## src/rtl/lector_contador.sv

```systemverilog
// lector_contador: sweeps FIFO indices 0..FIFO_UNITS-1 over the req/idx
// query interface, captures each returned cuenta, then pulses done.
// A query left unanswered for TIMEOUT cycles aborts the sweep with a sticky error.
module lector_contador #(
    parameter int unsigned FIFO_UNITS = 4,
    parameter int unsigned INDEX      = 2,
    parameter int unsigned CNT_W      = 5,
    parameter int unsigned TIMEOUT    = 8
) (
    input  logic             clk,
    input  logic             reset,
    input  logic             start,
    input  logic             IDLE,
    input  logic [CNT_W-1:0] cuenta,
    input  logic             valid,
    output logic             req,
    output logic [INDEX-1:0] idx,
    output logic [CNT_W-1:0] cuenta_0,
    output logic [CNT_W-1:0] cuenta_1,
    output logic [CNT_W-1:0] cuenta_2,
    output logic [CNT_W-1:0] cuenta_3,
    output logic             busy,
    output logic             done,
    output logic             error
);

    localparam int unsigned TMO_W = $clog2(TIMEOUT + 1);
    localparam logic [INDEX-1:0] LAST_IDX = INDEX'(FIFO_UNITS - 1);
    localparam logic [TMO_W-1:0] TMO_LAST = TMO_W'(TIMEOUT - 1);

    typedef enum logic [1:0] {
        ST_IDLE = 2'd0,
        ST_REQ  = 2'd1,
        ST_WAIT = 2'd2,
        ST_DONE = 2'd3
    } state_t;

    state_t           state_q, state_d;
    logic [INDEX-1:0] idx_q,   idx_d;
    logic [TMO_W-1:0] tmo_q,   tmo_d;
    logic             err_q,   err_d;
    logic             req_q,   req_d;
    logic             busy_q,  busy_d;
    logic             done_q,  done_d;
    logic [CNT_W-1:0] cnt_q [FIFO_UNITS];
    logic [CNT_W-1:0] cnt_d [FIFO_UNITS];

    // State register
    always_ff @(posedge clk or posedge reset) begin
        if (reset) begin
            state_q <= ST_IDLE;
        end else begin
            state_q <= state_d;
        end
    end

    // Next-state decode; IDLE only matters at accept, valid only in ST_WAIT
    always_comb begin
        state_d = state_q;
        unique case (state_q)
            ST_IDLE: begin
                if (start && IDLE) begin
                    state_d = ST_REQ;
                end
            end
            ST_REQ: begin
                state_d = ST_WAIT;
            end
            ST_WAIT: begin
                if (valid) begin
                    state_d = (idx_q == LAST_IDX) ? ST_DONE : ST_REQ;
                end else if (tmo_q == TMO_LAST) begin
                    state_d = ST_DONE;
                end
            end
            ST_DONE: begin
                state_d = ST_IDLE;
            end
            default: begin
                state_d = ST_IDLE;
            end
        endcase
    end

    // Datapath and output next values; strobes are decoded from the next state
    always_comb begin
        idx_d = idx_q;
        tmo_d = tmo_q;
        err_d = err_q;
        for (int i = 0; i < int'(FIFO_UNITS); i++) begin
            cnt_d[i] = cnt_q[i];
        end
        unique case (state_q)
            ST_IDLE: begin
                if (start && IDLE) begin
                    for (int i = 0; i < int'(FIFO_UNITS); i++) begin
                        cnt_d[i] = '0;
                    end
                    err_d = 1'b0;
                    idx_d = '0;
                end
            end
            ST_REQ: begin
                tmo_d = '0;
            end
            ST_WAIT: begin
                if (valid) begin
                    cnt_d[idx_q] = cuenta;
                    if (idx_q != LAST_IDX) begin
                        idx_d = idx_q + INDEX'(1);
                    end
                end else begin
                    tmo_d = tmo_q + TMO_W'(1);
                    if (tmo_q == TMO_LAST) begin
                        err_d = 1'b1;
                    end
                end
            end
            default: begin
            end
        endcase
        req_d  = (state_d == ST_REQ);
        busy_d = (state_d != ST_IDLE);
        done_d = (state_d == ST_DONE);
    end

    // Datapath and output registers
    always_ff @(posedge clk or posedge reset) begin
        if (reset) begin
            idx_q  <= '0;
            tmo_q  <= '0;
            err_q  <= 1'b0;
            req_q  <= 1'b0;
            busy_q <= 1'b0;
            done_q <= 1'b0;
            for (int i = 0; i < int'(FIFO_UNITS); i++) begin
                cnt_q[i] <= '0;
            end
        end else begin
            idx_q  <= idx_d;
            tmo_q  <= tmo_d;
            err_q  <= err_d;
            req_q  <= req_d;
            busy_q <= busy_d;
            done_q <= done_d;
            for (int i = 0; i < int'(FIFO_UNITS); i++) begin
                cnt_q[i] <= cnt_d[i];
            end
        end
    end

    assign req      = req_q;
    assign idx      = idx_q;
    assign busy     = busy_q;
    assign done     = done_q;
    assign error    = err_q;
    assign cuenta_0 = cnt_q[0];
    assign cuenta_1 = cnt_q[1];
    assign cuenta_2 = cnt_q[2];
    assign cuenta_3 = cnt_q[3];

endmodule

```

## config.mk

```make
export PLATFORM = sky130hd
export DESIGN_NAME = lector_contador
export DESIGN_NICKNAME = d
export VERILOG_FILES = /design/src/rtl/lector_contador.sv
export SDC_FILE = /design/constraint.sdc
export NUM_CORES = 1
export LEC_CHECK = 0
export CAP_MARGIN = 20
export CORE_MARGIN = 3
export CORE_UTILIZATION = 31
export DETAILED_ROUTE_END_ITERATION = 10
export PLACE_DENSITY = 0.6
export RECOVER_POWER = 100
export SKIP_CTS_REPAIR_TIMING = 1
export SLEW_MARGIN = 0
export SYNTH_ARGS = -nofsm -noshare
export SYNTH_HDL_FRONTEND = slang
export SYNTH_SLANG_ARGS = --single-unit
```

## constraint.sdc

```tcl
create_clock -name clk -period 1.45 [get_ports clk]
set_input_delay 0.145 -clock clk [delete_from_list [all_inputs] [get_ports clk]]
set_output_delay 0.145 -clock clk [all_outputs]
set_load 0.01 [all_outputs]
```

==> results of run 1 <==
cells in the mapped netlist, types with 2 or more instances:
master and instances:
sky130_fd_sc_hd__nor2_1 4, sky130_fd_sc_hd__dfrtp_1 32, sky130_fd_sc_hd__a31oi_1 2, sky130_fd_sc_hd__o21ai_1 5, sky130_fd_sc_hd__buf_2 2, sky130_fd_sc_hd__nand3_1 3, sky130_fd_sc_hd__a21oi_1 3, sky130_fd_sc_hd__nand2b_1 3
sky130_fd_sc_hd__a22o_1 17, sky130_fd_sc_hd__mux2i_1 2, sky130_fd_sc_hd__inv_1 7, sky130_fd_sc_hd__and3_1 5, sky130_fd_sc_hd__a32o_1 4, sky130_fd_sc_hd__clkbuf_1 2, sky130_fd_sc_hd__a31oi_4 4, sky130_fd_sc_hd__ha_1 5
sky130_fd_sc_hd__nand2_1 4
logic make-up (layout without fill, tap and decap cells):
family	Yosys count	after routing	synth area share, %
compound gates	40	40	24.9
buf+inv	12	62	3.23
simple gates	28	28	11.8
mux	2	2	1.36
fa+ha+maj	5	5	4.25
flops	32	32	54.4
layout make-up:
type	count	share of cell area (%)
flip-flops and latches	32	39.4
multi-input cells	75	30.8
clock inverters	1	0.246
inverters	8	1.48
repair buffers	47	21.3
well taps	52	3.20
clock buffers	6	3.57
flip-flops by register name, summed over array words and instances (netlist names):
name / count
cuenta_0: 5
cuenta_1: 5
cuenta_2: 5
cuenta_3: 5
tmo_q: 4
idx: 2
state_q: 2
busy: 1
done: 1
error: 1
req: 1
per-stage QoR:
step | worst slack, ns | cell area [µm²] | hold WS, ns
finish | 0.0369 | 2030 | 0.474
floorplan | 0.0372 | 1470 | 0.261
detailed placement | -0.0198 | 1950 | 0.485
CTS | -0.00102 | 2030 | 0.272
global placement | 0.0110 | 1950 | 0.483
global route | 0.00931 | 2030 | 0.519
power by group through the flow:
stage	clock network (mW)	logic, mW	registers, mW
4_1_cts	0.651	1.63	1.37
5_1_grt	0.687	1.70	1.40
3_5_place_dp	0	1.62	1.38
6_report	0.626	1.56	1.36
2_1_floorplan	0	0.800	1.45
3_3_place_gp	0	1.59	1.37
per-layer routing:
metal	routed length, µm	share of wire [%]
met1	1550	46
met2	1520	46
met3	200	6.0
met4	74	2.2
met5	0	0
path summary, 6_finish.rpt:
kind / endpoint / slack, ns / cells past startpoint
worst max-delay path: cuenta_2[4] / 0.04 / 1
worst min-delay path: busy / 0.47 / 3
worst max register to register: cuenta_3[4] / 0.09 / 4
worst min register to register: cuenta_3[4] / 0.49 / 1
max in group asynchronous: idx[0] / 0.37 / 3
min in group asynchronous: cuenta_3[1] / 0.53 / 3
==> results.txt, run 1 <==
The non-filler instance count after layout is 221. In this run the core area contains 24 standard-cell rows. The most used flip-flop cell after synthesis is sky130_fd_sc_hd__dfrtp_1. The run gives 1124 as the number of global-route vias before repair. The tools report the type of element capturing the critical path as a primary output. The die covers 5610 µm². Counting flops with an async set or reset pin after synthesis yields a share of 100%.

The tools report the root buffer cell as sky130_fd_sc_hd__clkbuf_8. For the number of setup violations in the final report, the log shows 0. The average cell area after synthesis works out to 12.4 µm². The worst setup path is launched from a flop. The clock passes through at most 2 buffers.

The library cells used most frequently in the layout, excluding fill and tap cells, are 31 x sky130_fd_sc_hd__dfrtp_1, 23 x sky130_fd_sc_hd__clkdlybuf4s50_1, 17 x sky130_fd_sc_hd__a22o_1. Of the total power, the clock network draws 17.6%. For the number of inserted filler cells in the final layout, the log shows 415. Top achievable clock speed: 708 MHz.

For the number of unique standard cell types used by synthesis, the log shows 32. In this run the static leakage power is 0.945 nW. Measured along the y axis, the die boundary spans 74.9 µm. The starting density of the core was 32.9%; the number of pins with negative max-slew slack in the final report was 0. The post-synthesis cell area was 1470 µm². Global routing used 17.2% of the available met1 tracks. TritonCTS created 5 clock buffers. The met2 usage in global routing came out at 20.1%. The post-layout net count came out at 184.

Type of the tightest min-delay check: input pin to flop. The worst register-to-register path begins at idx[1]. The logs give 36 for the number of I/O pins and 0 ns for the setup TNS after final layout. The number of nets handed over by synthesis was 134. The number of antenna violations at the first check in global routing came out at 0. For the worst setup path, the data arrival time is 1.27 ns. Combinational logic burns 44.0% of the power. The peak fanout along the critical path is 2, and the global routing usage on met3 is 4.14%. Between clock sinks in the finished design, the worst skew comes to 0.00258 ns. Internal power consumption: 2.31 mW. For this run, the detailed router's first-pass iteration total came to 4. The tools report the headroom to the max-slew limit as 48.1%. The critical path's slowest cell was sky130_fd_sc_hd__dlygate4sd3_1. The tools report the number of vias in the routed layout as 1152. The library cell used most frequently in the layout, excluding fill and tap cells, is sky130_fd_sc_hd__dfrtp_1.

Sorting the synthesized cells by area gives the leading types as sky130_fd_sc_hd__dfrtp_1 54%, sky130_fd_sc_hd__a22o_1 10%, sky130_fd_sc_hd__a31oi_4 5.8%. The transition time at the pin with the least slew margin was 0.778 ns. After clock tree synthesis, the clock-pin slew on the worst setup and hold paths is 0.06 ns. Summed over all nets, the switching power comes to 1.24 mW.

Power spread over the standard cell area amounts to 1750 nW/µm². The logs give 0 for the total number of yosys warnings and 2.51 mm for the sum of net half-perimeters after detailed placement. The count of antenna-violating nets left after detailed routing is 0. In the routed design, unresolved DRC markers number 0. The total area of multi-input combinational cells was 626 µm²; the global router's overall resource usage was 13.3%.

Compared with the post-synthesis result, the final layout area differs by 38.3%. By startpoint and endpoint, the worst setup path is classified as flop to primary output. The required time at the worst-slack endpoint came out at 1.31 ns. After the first detailed-routing iteration, the DRC count stood at 58. The tools report the number of hold violations in the final report as 0. Die width: 74.9 µm.

The final layout contains routed wiring with a total length of 3.34 mm. The flow ran to the end, and the final reports show no timing, DRC or antenna violations. The buffering stage count on the worst path with inverters included works out to 1.

TritonCTS built the clock tree. Counting every sink on the clock net gives 32. In this run switching power makes up 35.0% of total power. sky130_fd_sc_hd__dfrtp_1 takes more of the synthesized area than any other cell. The first-pass GRT wire length is 5.42 mm, and the port buffer count is 35. For this run, the register share of the synthesized area comes to 54.4%.

The period utilization was 97.5%. The proportion of layout cells with a drive suffix above 1 was 16.6%. Most utilized layer in the global route result: met2.

Overall power consumption after layout is estimated at 3.55 mW. The diode insertion count for antenna repair was 0; the final weighted congestion of routability-driven global placement was 0.702. In this run, flip-flops and latches consume 38.4% of the power. Number of flops mapped to enable cells by yosys: 0.

Origin of the worst min-delay path: start. The top cell type by area accounts for 54.4% of the synthesized area. The H-tree was split into 2 levels. IR analysis of the VDD net gives a maximum drop of 0.000614 V. In this design, the stage delay of the slowest critical-path cell is 0.61 ns. The synthesized netlist cell count was 119. Setup repair after global routing left no endpoint under its margin. Counting tap cells, the placed design contains a total of 213 instances. The total grt overflow came out at 0. On the critical path the largest part of the delay comes from buffers and inverters. The area taken by flip-flops and latches was 802 µm². Using the TritonRoute via totals, the vias-per-cell ratio works out to 5.21. Tracing the worst setup path back leads to its startpoint at cuenta_2[4]. The clock network latency to the later pin of the worst-skew pair came out at 0.28 ns. Counting I/O delays and the setup requirement, the final critical path takes 1.41 ns. In the final routed layout, each cell accounts on average for 15.1 µm. The placeable core region is 4470 µm², and the largest net degree at the start of global routing is 33. The utilization after layout was 45.5%.

The signal on the critical path passes through dlygate4sd3_1. Counting flops and latches in the post-synthesis netlist gives 32. Across the run, the number of max-cap violations was 0.
Power figures use the tool's default switching activity.
==> run 2: changes to the inputs <==
--- a/config.mk
+++ b/config.mk
@@ -6,10 +6,12 @@
 export NUM_CORES = 1
 export LEC_CHECK = 0
 export CAP_MARGIN = 20
+export CELL_PAD_IN_SITES_DETAIL_PLACEMENT = 1
+export CELL_PAD_IN_SITES_GLOBAL_PLACEMENT = 2
 export CORE_MARGIN = 3
 export CORE_UTILIZATION = 31
 export DETAILED_ROUTE_END_ITERATION = 10
-export PLACE_DENSITY = 0.6
+export PLACE_DENSITY = 0.83
 export RECOVER_POWER = 100
 export SKIP_CTS_REPAIR_TIMING = 1
 export SLEW_MARGIN = 0
==> results.txt, run 2 (same netlist as run 1, synthesis figures left out) <==
The clock-pin slew reported for the worst setup and hold paths after clock tree synthesis is 0.07 ns (was 0.06 ns). Type of the tightest min-delay check: input pin to asynchronous set/reset pin (was input pin to flop). Die width: 74.9 µm (unchanged). The headroom to the max-slew limit came out at 66.3% (was 48.1%). The flow ran to the end, and the final reports show no timing, DRC or antenna violations. The number of inserted filler cells in the final layout was 486 (was 415); the required time at the worst-slack endpoint was 1.31 ns (about the same). The first-pass detailed-route iteration total is 4 (unchanged). The buffering stage count on the worst path with inverters included came out at 1 (unchanged).

The run gives 73 (was 58) as the starting DRC count in detailed routing. First-pass GRT wire length: 6.55 mm (was 5.42 mm). The delay of the slowest cell on the worst path was 0.60 ns (was 0.61 ns); the data arrival time at the worst-slack endpoint was 1.25 ns (was 1.27 ns). The depth of the CTS H-tree is 2 (unchanged), and the largest net degree at the start of global routing is 21 (was 33). The port buffer count was 35 (unchanged); the worst-case setup slack after placement was -0.0587 ns (was -0.0198 ns). The post-detailed-route DRC marker count came out at 0 (unchanged). Top achievable clock speed: 715 MHz (was 708 MHz). For the area taken by flip-flops and latches, the log shows 802 µm² (unchanged). The final critical path time including I/O delays and setup came out at 1.40 ns (was 1.41 ns).

The critical path's slowest cell was sky130_fd_sc_hd__dlygate4sd3_1 (unchanged). The maximum clock skew at final layout was 0.00890 ns (was 0.00258 ns). The tools report the critical register-to-register path startpoint as state_q[1] (was idx[1]).

The number of vias in the routed layout came out at 1180 (was 1152). The run gives 0 ns (unchanged) as the setup TNS after final layout. Worst-path cell chain: dlygate4sd3_1 (unchanged).

Most used cells in the layout excluding fill and tap cells: 31 x sky130_fd_sc_hd__dfrtp_1, 30 x sky130_fd_sc_hd__clkdlybuf4s50_1, 17 x sky130_fd_sc_hd__a22o_1 (was 31 x sky130_fd_sc_hd__dfrtp_1, 23 x sky130_fd_sc_hd__clkdlybuf4s50_1, 17 x sky130_fd_sc_hd__a22o_1). The number of CTS-inserted buffers was 5 (unchanged). Proportion of layout cells with a drive suffix above 1: 17.2% (was 16.6%).

The run gives 0 (unchanged) as the diode insertion count for antenna repair. Average wire per standard cell: 18.4 µm (was 15.1 µm). The number of buffers between clock root and the deepest sink was 2 (unchanged).

Setup repair after global routing left no endpoint under its margin. The power per standard cell area is 1890 nW/µm² (was 1750 nW/µm²). The number of maximum-capacitance violations is 0 (unchanged). TritonCTS built the clock tree. The kind of start point of the critical path was a flop (unchanged). The tools report the area of the die as 5610 µm² (unchanged). The run gives 0 (unchanged) as the number of hold violations in the final report. The setup slack of the worst register-to-register path is 0.08 ns (was 0.09 ns). Capture instance of the worst register-to-register path: cuenta_1[4] (was cuenta_3[4]).

The path length in cells of the critical path came out at 1 (unchanged). The root buffer cell was sky130_fd_sc_hd__clkbuf_8 (unchanged). The leading cell type in the layout, fill and taps excluded was sky130_fd_sc_hd__dfrtp_1 (unchanged). The total grt overflow came out at 0 (unchanged). The tools report the count of antenna-violating nets left after detailed routing as 0 (unchanged). Starting density of the core: 32.9% (unchanged). The post-layout net count is 183 (was 184). The TritonCTS sink count was 32 (unchanged). The final weighted congestion of routability-driven global placement was 0.773 (was 0.702). For the number of pins with negative max-slew slack in the final report, the log shows 0 (unchanged). Type of element capturing the critical path: a primary output (unchanged).

The run gives 3.10 mm (was 2.51 mm) as the sum of net half-perimeters after detailed placement. The depth of the worst register-to-register path works out to 3 (was 4). Number of I/O pins: 36 (unchanged). The peak fanout along the critical path is 2 (unchanged).

The startpoint-to-endpoint class of the critical path was flop to primary output (unchanged). Capturing instance or port of the critical path: cuenta_3[3] (was cuenta_2[4]). Overall routed net length: 4.06 mm (was 3.34 mm). The tools report the launching instance or port of the critical path as cuenta_3[3] (was cuenta_2[4]). The number of global-route vias before repair was 1250 (was 1124); the clock network latency to the later pin of the worst-skew pair was 0.29 ns (was 0.28 ns). The tools report the final critical-path setup slack as 0.0507 ns (was 0.0369 ns). The placeable core region is 4470 µm² (unchanged). Die outline height: 74.9 µm (unchanged). The kind of cell with the highest combined delay on the critical path was buffers and inverters (unchanged). The number of antenna violations at the first check in global routing is 0 (unchanged). The transition time at the pin with the least slew margin was 0.505 ns (was 0.778 ns).

The maximum vdd drop was 0.000684 V (was 0.000614 V); the number of setup violations in the final report was 0 (unchanged). For the reported leakage power, the log shows 0.925 nW (was 0.945 nW). The ratio of routed vias to standard cells was 5.34 (was 5.21); the area growth from synthesis to final layout was 39.9% (was 38.3%).

The logs give 626 µm² (unchanged) for the total area of multi-input combinational cells and 24 (unchanged) for the row count. The global router's overall resource usage is 15.9% (was 13.3%), and the period utilization is 96.5% (was 97.5%).
-- run 2: changes by cell type in the layout (fill, tap and decap cells not counted), moves of 2 or more --
cell	delta
sky130_fd_sc_hd__dlygate4sd3_1	-6
sky130_fd_sc_hd__clkdlybuf4s50_1	+7
sky130_fd_sc_hd__o21ai_0	-2
sky130_fd_sc_hd__o21ai_1	+2
-- run 2: worst min path at each step --
| stage | start | end | slack (ns) | cells past startpoint |
|---|---|---|---|---|
| 2_1_floorplan | reset | busy | 0.26 | 1 |
| 3_3_place_gp | reset | state_q[1] | 0.44 | 2 |
| 5_1_grt | reset | idx[1] | 0.28 | 2 |
| 4_1_cts | reset | idx[0] | 0.14 | 2 |
| 3_5_place_dp | reset | state_q[1] | 0.44 | 2 |
| 6_report | reset | cuenta_3[4] | 0.25 | 2 |
-- run 2: layer usage --
layer / routed length (µm) / global-route usage [%]
met5: 0 / 0
met4: 86 / 6.13
met3: 140 / 3.87
met2: 2030 / 26.4
met1: 1800 / 19.8
-- run 2: metrics by stage --
stage          total power, mW  util [%]  hold WS, ns  std cells  instance area (µm²)
2_1_floorplan             2.25         -        0.261        119                 1470
3_3_place_gp              2.97      43.7        0.435        212                 1960
3_5_place_dp              3.04      43.7        0.443        212                 1960
4_1_cts                   3.93      46.2        0.136        220                 2070
5_1_grt                   4.12      46.0        0.284        221                 2060
6_report                  3.88      46.0        0.247        221                 2060
-- run 2: area by class of cell --
cell class | count | area share (%)
clock buffer | 5 | 3.34
clock inverter | 3 | 2.07
inverter | 8 | 1.46
multi-input combinational | 75 | 30.4
sequential | 32 | 39.0
tap | 52 | 3.16
timing repair buffer | 46 | 20.6
-- run 2: report_power, final --
part / switching [mW] / internal [mW] / total, mW
sequential: 0.224 / 1.17 / 1.39
clock: 0.355 / 0.508 / 0.863
combinational: 0.789 / 0.837 / 1.63
total: 1.37 / 2.51 / 3.88
==> run 3: changes to the inputs <==
--- a/config.mk
+++ b/config.mk
@@ -5,13 +5,13 @@
 export SDC_FILE = /design/constraint.sdc
 export NUM_CORES = 1
 export LEC_CHECK = 0
-export CAP_MARGIN = 20
 export CELL_PAD_IN_SITES_DETAIL_PLACEMENT = 1
 export CELL_PAD_IN_SITES_GLOBAL_PLACEMENT = 2
 export CORE_MARGIN = 3
 export CORE_UTILIZATION = 31
 export DETAILED_ROUTE_END_ITERATION = 10
-export PLACE_DENSITY = 0.83
+export DONT_BUFFER_PORTS = 1
+export PLACE_DENSITY = 0.68
 export RECOVER_POWER = 100
 export SKIP_CTS_REPAIR_TIMING = 1
 export SLEW_MARGIN = 0
==> results.txt, run 3 (same netlist as run 1, synthesis figures left out) <==
The run finished with clean final reports. The area growth from synthesis to final layout works out to 14.5% (was 39.9%). Type of element capturing the critical path: a flop (was a primary output).

The capture instance of the worst register-to-register path is cuenta_2[1] (was cuenta_1[4]). The tools report the kind of start point of the critical path as a flop (unchanged). For the required time at the worst-slack endpoint, the log shows 1.62 ns (was 1.31 ns).

The tools report the placeable core region as 4470 µm² (unchanged). The number of CTS-inserted buffers came out at 5 (unchanged). The largest net degree at the start of global routing is 33 (was 21). The type of the tightest min-delay check is input pin to flop (was input pin to asynchronous set/reset pin). The tools report the global router's overall resource usage as 14.2% (was 15.9%). The logs give 5.87 mm (was 6.55 mm) for the first-pass GRT wire length and 0 (unchanged) for the diode insertion count for antenna repair. The logs give 0 (unchanged) for the number of antenna violations at the first check in global routing and 2.03 mW (was 2.51 mW) for the internal power consumption. The capturing instance or port of the critical path is cuenta_2[1] (was cuenta_3[3]). Port buffer count: 0 (was 35). The number of buffers between clock root and the deepest sink was 2 (unchanged); the clock-pin slew reported for the worst setup and hold paths after clock tree synthesis was 0.06 ns (was 0.07 ns). The clock group share of total power was 21.2% (was 22.2%); the peak fanout along the critical path was 6 (was 2).

The setup TNS after final layout is 0 ns (unchanged), and the die width is 74.9 µm (unchanged). The sum of net half-perimeters after detailed placement was 2.68 mm (was 3.10 mm). The top achievable clock speed was 744 MHz (was 715 MHz). The tools report the critical register-to-register path startpoint as state_q[1] (unchanged).

The total grt overflow is 0 (unchanged). The logs give 4 (unchanged) for the first-pass detailed-route iteration total and 1.51 ns (was 1.25 ns) for the data arrival time at the worst-slack endpoint. The run gives 0.00796 ns (was 0.247 ns) as the tightest hold margin. Count of antenna-violating nets left after detailed routing: 0 (unchanged). The run gives 0.000713 V (was 0.000684 V) as the maximum vdd drop. The number of setup violations in the final report came out at 0 (unchanged).

For the overall routed net length, the log shows 3.63 mm (was 4.06 mm). The logs give 0.810 (was 0.773) for the final weighted congestion of routability-driven global placement and 41 (was 73) for the starting DRC count in detailed routing. The depth of the worst register-to-register path was 3 (unchanged); the reported leakage power was 0.769 nW (was 0.925 nW). The setup slack of the worst register-to-register path is 0.11 ns (was 0.08 ns). Root buffer cell: sky130_fd_sc_hd__clkbuf_8 (unchanged). The post-layout net count came out at 147 (was 183). Startpoint-to-endpoint class of the critical path: flop to flop (was flop to primary output).

Transition time at the pin with the least slew margin: 0.772 ns (was 0.505 ns). Leading cell type in the layout, fill and taps excluded: sky130_fd_sc_hd__dfrtp_1 (unchanged). TritonCTS built the clock tree. The delay of the slowest cell on the worst path is 0.45 ns (was 0.60 ns), and the proportion of layout cells with a drive suffix above 1 is 17.3% (was 17.2%).

For the row count, the log shows 24 (unchanged). The tools report the number of vias in the routed layout as 1023 (was 1180). The starting density of the core is 32.9% (unchanged). Net switching power figure: 1.24 mW (was 1.37 mW). The number of hold violations in the final report is 0 (unchanged). The critical path's slowest cell is sky130_fd_sc_hd__dfrtp_1 (was sky130_fd_sc_hd__dlygate4sd3_1). The launching instance or port of the critical path was state_q[1] (was cuenta_3[3]).

The run gives 0 (unchanged) as the number of maximum-capacitance violations. The maximum clock skew at final layout came out at 0.00290 ns (was 0.00890 ns). The die outline height is 74.9 µm (unchanged), and the part of the power in registers is 46.1% (was 35.9%).

Most used cells in the layout excluding fill and tap cells: 32 x sky130_fd_sc_hd__dfrtp_1, 17 x sky130_fd_sc_hd__a22o_1, 7 x sky130_fd_sc_hd__inv_1 (was 31 x sky130_fd_sc_hd__dfrtp_1, 30 x sky130_fd_sc_hd__clkdlybuf4s50_1, 17 x sky130_fd_sc_hd__a22o_1). Number of inserted filler cells in the final layout: 492 (was 486). The post-detailed-route DRC marker count was 0 (unchanged); the ratio of routed vias to standard cells was 5.53 (was 5.34). Number of global-route vias before repair: 1032 (was 1250).

The TritonCTS sink count is 32 (unchanged), and the depth of the CTS H-tree is 2 (unchanged). The average wire per standard cell came out at 19.6 µm (was 18.4 µm). The final critical path time including I/O delays and setup is 1.34 ns (was 1.40 ns). The headroom to the max-slew limit was 48.5% (was 66.3%); the switching part of the total was 37.9% (was 35.3%). Setup repair after global routing left no endpoint under its margin.

Worst-path cell chain: and4bb_4 -> a31oi_4 -> a22o_1 (was dlygate4sd3_1). The logs give 32.7% (was 41.9%) for the share of power burned in combinational logic and 36 (unchanged) for the number of I/O pins. The power per standard cell area works out to 1940 nW/µm² (was 1890 nW/µm²). The tools report the number of pins with negative max-slew slack in the final report as 0 (unchanged). Period utilization: 92.8% (was 96.5%). The area of the die is 5610 µm² (unchanged), and the clock network latency to the later pin of the worst-skew pair is 0.28 ns (was 0.29 ns).
-- run 3: changes by cell type in the layout (fill, tap and decap cells not counted), moves of 2 or more --
cell and change:
sky130_fd_sc_hd__clkdlybuf4s50_1 -30, sky130_fd_sc_hd__ha_1 -2, sky130_fd_sc_hd__buf_4 -3, sky130_fd_sc_hd__clkbuf_1 +3, sky130_fd_sc_hd__ha_2 +2, sky130_fd_sc_hd__dlygate4sd3_1 -3
-- run 3: power groups by stage --
stage	Combinational [mW]	Clock [mW]	Sequential (mW)
final	1.07	0.692	1.51
after detailed placement	1.08	0	1.52
after global placement	1.05	0	1.50
after global routing	1.19	0.759	1.55
after floorplan	0.800	0	1.45
after CTS	1.09	0.713	1.51
-- run 3: worst min-delay path by stage --
stage / cells past startpoint / endpoint / startpoint / slack (ns)
6_report: 2 / busy / start / 0.008
5_1_grt: 2 / busy / start / 0.002
4_1_cts: 2 / tmo_q[2] / reset / -0.15
3_5_place_dp: 2 / busy / reset / 0.15
3_3_place_gp: 2 / busy / reset / 0.14
2_1_floorplan: 1 / busy / reset / 0.26
-- run 3: metrics by stage --
step	instance area [µm²]	util [%]	worst slack (ns)	total power, mW	cells
after global routing	1680	37.6	0.0234	3.50	185
after global placement	1580	35.3	0.141	2.56	175
final	1680	37.6	0.105	3.27	185
after detailed placement	1580	35.3	0.0716	2.60	175
after floorplan	1470	-	0.0372	2.25	119
after CTS	1670	37.3	0.0571	3.31	183
-- run 3: area by class of cell --
type | count | area (µm²) | share of cell area (%)
tap | 52 | 65.1 | 3.86
multi-input combinational | 75 | 628 | 37.3
clock buffer | 8 | 90.1 | 5.35
sequential | 32 | 801 | 47.5
timing repair buffer | 10 | 70.1 | 4.16
inverter | 8 | 30.0 | 1.78
-- run 3: routing by layer --
metal,vias to the layer above,global-route usage [%],wire [µm]
met2,30,19.5,1560
li1,477,-,-
met4,0,4.15,46
met3,7,6.14,263
met1,509,20.0,1750
met5,-,0,0
-- run 3: critical path: cells and delay by family, from the launching register on --
kind	cells	cell delay [ns]
AO/OA/AOI/OAI	2	0.33
flip-flops	1	0.45
AND/OR/NAND/NOR	1	0.45
